### config.mk
export PLATFORM = sky130hd
export DESIGN_NAME = cam_input_frontend
export DESIGN_NICKNAME = d
export VERILOG_FILES = /design/src/rtl/cam_pkg.sv /design/src/rtl/cam_edge_det.sv /design/src/rtl/cam_input_frontend.sv
export SDC_FILE = /design/constraint.sdc
export NUM_CORES = 1
export LEC_CHECK = 0
export ABC_AREA = 1
export CORE_MARGIN = 2
export CORE_UTILIZATION = 43
export CTS_BUF_LIST = sky130_fd_sc_hd__clkbuf_2 sky130_fd_sc_hd__clkbuf_4 sky130_fd_sc_hd__clkbuf_8
export DETAILED_ROUTE_END_ITERATION = 16
export GPL_TIMING_DRIVEN = 0
export MAX_ROUTING_LAYER = met4
export PLACE_DENSITY = 0.67
export SYNTH_ARGS = -nofsm -noshare
export SYNTH_HDL_FRONTEND = slang
export SYNTH_SLANG_ARGS = --single-unit
### constraint.sdc
create_clock -name CLK -period 3.9 [get_ports CLK]
set_input_delay 0.78 -clock CLK [delete_from_list [all_inputs] [get_ports CLK]]
set_output_delay 0.78 -clock CLK [all_outputs]
set_load 0.01 [all_outputs]
### src/rtl/cam_pkg.sv
// Shared constants, FSM state type and lane helper for the camera input front end.
package cam_pkg;

  localparam int unsigned PIXEL_WIDTH_DEF = 8;
  localparam int unsigned NUM_CH_DEF      = 2;
  localparam int unsigned X_WIDTH_DEF     = 11;
  localparam int unsigned Y_WIDTH_DEF     = 10;

  typedef enum logic [1:0] {
    IDLE,
    WAIT_FRAME,
    IN_FRAME
  } cam_state_t;

  // LSB position of lane k in a packed multi-lane pixel bus.
  function automatic int unsigned lane_lsb(input int unsigned k, input int unsigned w);
    return k * w;
  endfunction

endpackage

### src/rtl/cam_edge_det.sv
// Rising/falling edge detector against a registered copy of the input.
module cam_edge_det (
  input  logic CLK,
  input  logic RST,
  input  logic sig,
  output logic rise,
  output logic fall
);

  logic sig_q;

  always_ff @(posedge CLK or posedge RST) begin
    if (RST) begin
      sig_q <= 1'b0;
    end else begin
      sig_q <= sig;
    end
  end

  assign rise = sig & ~sig_q;
  assign fall = ~sig & sig_q;

endmodule

### src/rtl/cam_input_frontend.sv
// Two-stage camera input register with X/Y tracking, boundary strobes and line-length check.
// Optional region-of-interest gating when CAM_ROI_CROP_EN is defined.
module cam_input_frontend
  import cam_pkg::*;
#(
  parameter int unsigned PIXEL_WIDTH = PIXEL_WIDTH_DEF,
  parameter int unsigned NUM_CH      = NUM_CH_DEF,
  parameter int unsigned X_WIDTH     = X_WIDTH_DEF,
  parameter int unsigned Y_WIDTH     = Y_WIDTH_DEF
`ifdef CAM_ROI_CROP_EN
  ,
  parameter int unsigned ROI_X0      = 2,
  parameter int unsigned ROI_Y0      = 1,
  parameter int unsigned ROI_W       = 3,
  parameter int unsigned ROI_H       = 2
`endif
) (
  input  logic                          CLK,
  input  logic                          RST,
  input  logic                          iLVAL,
  input  logic                          iFVAL,
  input  logic                          iDVAL,
  input  logic [NUM_CH*PIXEL_WIDTH-1:0] iDATA,
  output logic                          oLVAL,
  output logic                          oFVAL,
  output logic                          oDVAL,
  output logic [NUM_CH*PIXEL_WIDTH-1:0] oDATA,
  output logic [X_WIDTH-1:0]            oX,
  output logic [Y_WIDTH-1:0]            oY,
  output logic                          oSOF,
  output logic                          oEOL,
  output logic                          oEOF,
  output logic [X_WIDTH-1:0]            oLINE_LEN,
  output logic                          oLINE_ERR
);

  localparam int unsigned DW = NUM_CH * PIXEL_WIDTH;

  logic          s1_lval, s1_fval, s1_dval, s1_primed;
  logic [DW-1:0] s1_data;

  logic lval_rise, lval_fall, fval_rise, fval_fall;

  cam_state_t state;

  logic [X_WIDTH-1:0] x_cnt, cur_x, x_out;
  logic [Y_WIDTH-1:0] y_cnt, cur_y, y_out;
  logic               first_line, sof_pend;
  logic               in_frame, frame_start, active, accept, pix_out;
  logic               eol_ev, eof_ev;

  // Stage 1: plain input register.
  always_ff @(posedge CLK or posedge RST) begin
    if (RST) begin
      s1_lval   <= 1'b0;
      s1_fval   <= 1'b0;
      s1_dval   <= 1'b0;
      s1_data   <= '0;
      s1_primed <= 1'b0;
    end else begin
      s1_lval   <= iLVAL;
      s1_fval   <= iFVAL;
      s1_dval   <= iDVAL;
      s1_data   <= iDATA;
      s1_primed <= 1'b1;
    end
  end

  cam_edge_det u_lval_edge (
    .CLK  (CLK),
    .RST  (RST),
    .sig  (s1_lval),
    .rise (lval_rise),
    .fall (lval_fall)
  );

  cam_edge_det u_fval_edge (
    .CLK  (CLK),
    .RST  (RST),
    .sig  (s1_fval),
    .rise (fval_rise),
    .fall (fval_fall)
  );

`ifdef CAM_ROI_CROP_EN
  localparam logic [X_WIDTH:0] RX0 = (X_WIDTH+1)'(ROI_X0);
  localparam logic [X_WIDTH:0] RX1 = (X_WIDTH+1)'(ROI_X0 + ROI_W);
  localparam logic [Y_WIDTH:0] RY0 = (Y_WIDTH+1)'(ROI_Y0);
  localparam logic [Y_WIDTH:0] RY1 = (Y_WIDTH+1)'(ROI_Y0 + ROI_H);
  logic in_roi;
`endif

  always_comb begin
    in_frame    = (state == IN_FRAME);
    frame_start = (state == WAIT_FRAME) & fval_rise;
    active      = in_frame | frame_start;
    accept      = active & s1_fval & s1_lval & s1_dval;
    eol_ev      = in_frame & lval_fall;
    eof_ev      = in_frame & fval_fall;
    // A pixel landing on the same cycle as a line/frame start must see a cleared counter.
    cur_x       = lval_rise   ? '0 : x_cnt;
    cur_y       = frame_start ? '0 : y_cnt;
`ifdef CAM_ROI_CROP_EN
    in_roi  = ({1'b0, cur_x} >= RX0) && ({1'b0, cur_x} < RX1) &&
              ({1'b0, cur_y} >= RY0) && ({1'b0, cur_y} < RY1);
    pix_out = accept & in_roi;
    x_out   = cur_x - RX0[X_WIDTH-1:0];
    y_out   = cur_y - RY0[Y_WIDTH-1:0];
`else
    pix_out = accept;
    x_out   = cur_x;
    y_out   = cur_y;
`endif
  end

  // Frame FSM, counters, line-length check and stage-2 output register.
  always_ff @(posedge CLK or posedge RST) begin
    if (RST) begin
      state      <= IDLE;
      x_cnt      <= '0;
      y_cnt      <= '0;
      first_line <= 1'b0;
      sof_pend   <= 1'b0;
      oLINE_LEN  <= '0;
      oLINE_ERR  <= 1'b0;
      oLVAL      <= 1'b0;
      oFVAL      <= 1'b0;
      oDVAL      <= 1'b0;
      oDATA      <= '0;
      oX         <= '0;
      oY         <= '0;
      oSOF       <= 1'b0;
      oEOL       <= 1'b0;
      oEOF       <= 1'b0;
    end else begin
      case (state)
        // Only leave IDLE once a real stage-1 sample shows FVAL low.
        IDLE: begin
          if (s1_primed && !s1_fval) state <= WAIT_FRAME;
        end
        WAIT_FRAME: begin
          if (fval_rise) begin
            state      <= IN_FRAME;
            oLINE_ERR  <= 1'b0;
            first_line <= 1'b1;
          end
        end
        IN_FRAME: begin
          if (fval_fall) state <= WAIT_FRAME;
        end
        default: state <= IDLE;
      endcase

      if (!active || lval_fall) begin
        x_cnt <= '0;
      end else if (accept) begin
        x_cnt <= (cur_x == '1) ? cur_x : cur_x + X_WIDTH'(1);
      end else begin
        x_cnt <= cur_x;
      end

      if (frame_start) begin
        y_cnt <= '0;
      end else if (eol_ev) begin
        y_cnt <= (y_cnt == '1) ? y_cnt : y_cnt + Y_WIDTH'(1);
      end

      if (eol_ev) begin
        if (first_line) begin
          oLINE_LEN  <= x_cnt;
          first_line <= 1'b0;
        end else if (x_cnt != oLINE_LEN) begin
          oLINE_ERR <= 1'b1;
        end
      end

      if (frame_start) begin
        sof_pend <= ~pix_out;
      end else if (pix_out) begin
        sof_pend <= 1'b0;
      end

      oLVAL <= s1_lval;
      oFVAL <= s1_fval;
      oDVAL <= pix_out;
      oSOF  <= pix_out & (frame_start | sof_pend);
      oEOL  <= eol_ev;
      oEOF  <= eof_ev;
      if (pix_out) begin
        oX <= x_out;
        oY <= y_out;
      end
      for (int unsigned k = 0; k < NUM_CH; k++) begin
        oDATA[lane_lsb(k, PIXEL_WIDTH) +: PIXEL_WIDTH] <= s1_data[lane_lsb(k, PIXEL_WIDTH) +: PIXEL_WIDTH];
      end
    end
  end

endmodule

==> metrics.yaml <==
ys.warnings.count: 0
dp_slack_ns: 1.65
hp-class: "reg -> reg"
cts_max_level: 3
ctsHoldBuffers: 0
min_period_ns: 2.25
drt_iter0_markers: 143
post_cts_buffers: 0
numPortBuffers: 75
cts-resized-gates: 0
drive_above_1_share_pct: 14.3
drc: 0
final_nets: 516
cts_tree: "built"
startpoint_type: "flip-flop"
fin_cells: 627
status: "completed"
syn_area_per_cell_um2: 10.2
max_freq_mhz: 445
rsz0062_at_grt: "no"
synthesis.nets: 429
die_h_um: 102
firstDrtPassIters: 4
timing.final.ws_setup_ns: 1.65
diodes: 0
maxSlewViolCount: 0
cts_buffer_depth: 2
cp_max_fo: 10
cp_slowest_cell: "dfrtp_1"
place_hpwl_um: 6230
overflow: 0
ir_worst_vdd_mv: 0.194
viasPerCell: 4.78
power_density_nw_per_um2: 420
worstPathRequired_ns: 4.17
syn_area_um2: 4160
setup_viol_count_final: 0
wirelength_um: 8780
vias: 2996
tightest_slew_ns: 0.596
critPathBufInv: 4
antenna_left: 0
synth_ff_type: "dfrtp_1"
endpoint_kind: "flip-flop"
finClkSkew_ns: 0.00960
gp_congestion: 0.897
post-route-period-util_pct: 57.6
track_usage_pct: 18.6
path_cells: "nand2_2 -> buf_6 -> nand2_1 -> inv_1 -> ha_1 -> nand2_1 -> inv_1 -> nand3_1 -> nor2_4 -> nand3_4 -> nand2_2 -> inv_2 -> nor2_1 -> nor2_1"
p_total_mw: 2.23
fillers: 837
start_util_pct: 44.6
async_flop_share_pct: 100
grt_max_degree: 59
synth_cell_type_count: 40
cts_root_buf: "clkbuf_8"
worstSetupPathType: "reg -> reg"
arrival_ns: 2.52
antenna_found_initial: 0
ys_seq_area_share_pct: 60.2
rows: 35
cpPeakStageDelay_ns: 0.49
synth_edf_count: 0
cts_sinks: 100
ys_ff_latch: 100
syn2layout_area_growth_pct: 27.6
p_leak_nw: 2.40
final_hold_viol_count: 0
cp_top_family: "simple AND/OR/NAND/NOR gates"
grt_pass1_wl_um: 14400
synth_cells: 406
placed_cells: 611
die_w_um: 102
fin_setup_tns_ns: 0
max-slew-margin-rel_pct: 60.0
clk_pin_slew_ns: 0.10
clk_latency_ns: 0.37
cts_buffers: 9
core_area_um2: 9330
utilization_pct: 56.9
wl_per_cell_um: 14.0
final_cell_area_um2: 5310
grt_pass1_vias: 2877
max_cap_viol_count: 0
die-area_um2: 10500
io-pin-count: 76
placed_cell_area_um2: 5100
fin_hold_ws_ns: 0.355
registers in the layout (all words and copies together), names as in the netlist, 2 cells and up:
signal and cells:
s1_data 16, oY 10, oDATA 16, oLINE_LEN 11, x_cnt 11, state 2, y_cnt 10, oX 11
cells in the mapped netlist, types with 2 or more instances:
library cell / count / area [um2]
o21bai_1: 2 / 15.0
nand2_2: 6 / 37.5
xor2_1: 11 / 96.3
dfrtp_1: 100 / 2500
a21oi_1: 5 / 25.0
nand3_4: 2 / 35.0
nor2_4: 5 / 56.3
inv_2: 9 / 33.8
nor2_2: 4 / 25.0
o21ai_0: 11 / 55.1
nand4_1: 2 / 12.5
or2_2: 2 / 12.5
nand2_4: 5 / 56.3
nor2_1: 34 / 128
inv_1: 24 / 90.1
nor3_1: 6 / 30.0
buf_6: 4 / 45.0
nand2_1: 98 / 368
o21ai_1: 26 / 130
buf_2: 4 / 20.0
nand3_1: 18 / 90.1
nand3_2: 2 / 20.0
clkbuf_1: 2 / 7.51
ha_1: 2 / 25.0
mux2_4: 3 / 45.0
xnor2_1: 5 / 43.8
cell type report:
type	count	area, um2	area share [%]
Tap cell	129	161	3.04
Sequential cell	100	2500	47.1
Buffer	11	76.3	1.44
Timing Repair Buffer	76	778	14.7
Multi-Input combinational cell	262	1460	27.4
Inverter	33	126	2.38
Clock buffer	9	124	2.33
Clock inverter	7	83.8	1.58
cell families (layout without fill, tap and decap cells):
group / count (synthesis) / after routing / synth area share, %
DFF: 100 / 100 / 60.2
buffers and inverters: 44 / 136 / 4.81
muxes: 3 / 3 / 1.08
adders and majority gates: 2 / 2 / 0.602
and+or+nand+nor: 189 / 189 / 22.8
AOI/OAI and AO/OA: 51 / 51 / 7.10
other: 1 / 1 / 0.0902
xor gates and xnor gates: 16 / 16 / 3.37
layout by cell type, fill, tap and decap left out, types with 2 or more instances in the layout:
master | synthesis | layout
nand2_2 | 6 | 6
ha_1 | 2 | 2
clkbuf_8 | 0 | 9
xnor2_1 | 5 | 5
nor2_2 | 4 | 4
or2_2 | 2 | 2
o21bai_1 | 2 | 2
nand4_1 | 2 | 2
dfrtp_1 | 100 | 100
clkdlybuf4s50_1 | 0 | 75
nand3_1 | 18 | 18
nand3_4 | 2 | 2
nor3_1 | 6 | 6
clkbuf_1 | 2 | 2
buf_2 | 4 | 4
clkinv_4 | 0 | 3
mux2_4 | 3 | 3
inv_1 | 24 | 23
nor2_4 | 5 | 5
o21ai_1 | 26 | 26
nand2_4 | 5 | 5
buf_6 | 4 | 4
a21oi_1 | 5 | 5
nand2_1 | 98 | 98
nand3_2 | 2 | 2
inv_2 | 9 | 9
xor2_1 | 11 | 11
nor2_1 | 34 | 34
o21ai_0 | 11 | 11
where the power goes:
part	internal [mW]	total, mW	switching [mW]
logic	0.164	0.378	0.213
registers	1.11	1.17	0.0582
clock network	0.306	0.682	0.375
total	1.58	2.23	0.647
layer usage:
layer / share of wire, % / routed length [um] / global-route usage (%) / up-vias
li1: - / - / - / 1468
met5: 0 / 0 / - / -
met4: 1.8 / 155 / 6.97 / 0
met2: 46 / 4070 / 27.6 / 84
met3: 5.5 / 483 / 3.83 / 14
met1: 46 / 4080 / 25.4 / 1430
final timing paths:
check | startpoint | end | slack, ns | cells past startpoint
hold / removal | s1_data[12] | oDATA[12] | 0.36 | 0
max in group asynchronous | RST | oLINE_LEN[0] | 2.43 | 3
min in group asynchronous | RST | oDATA[1] | 0.80 | 2
hold reg to reg | s1_data[12] | oDATA[12] | 0.36 | 0
setup reg to reg | s1_lval | x_cnt[0] | 1.65 | 14
setup / recovery | s1_lval | x_cnt[0] | 1.65 | 14
Power figures use the tool's default switching activity.
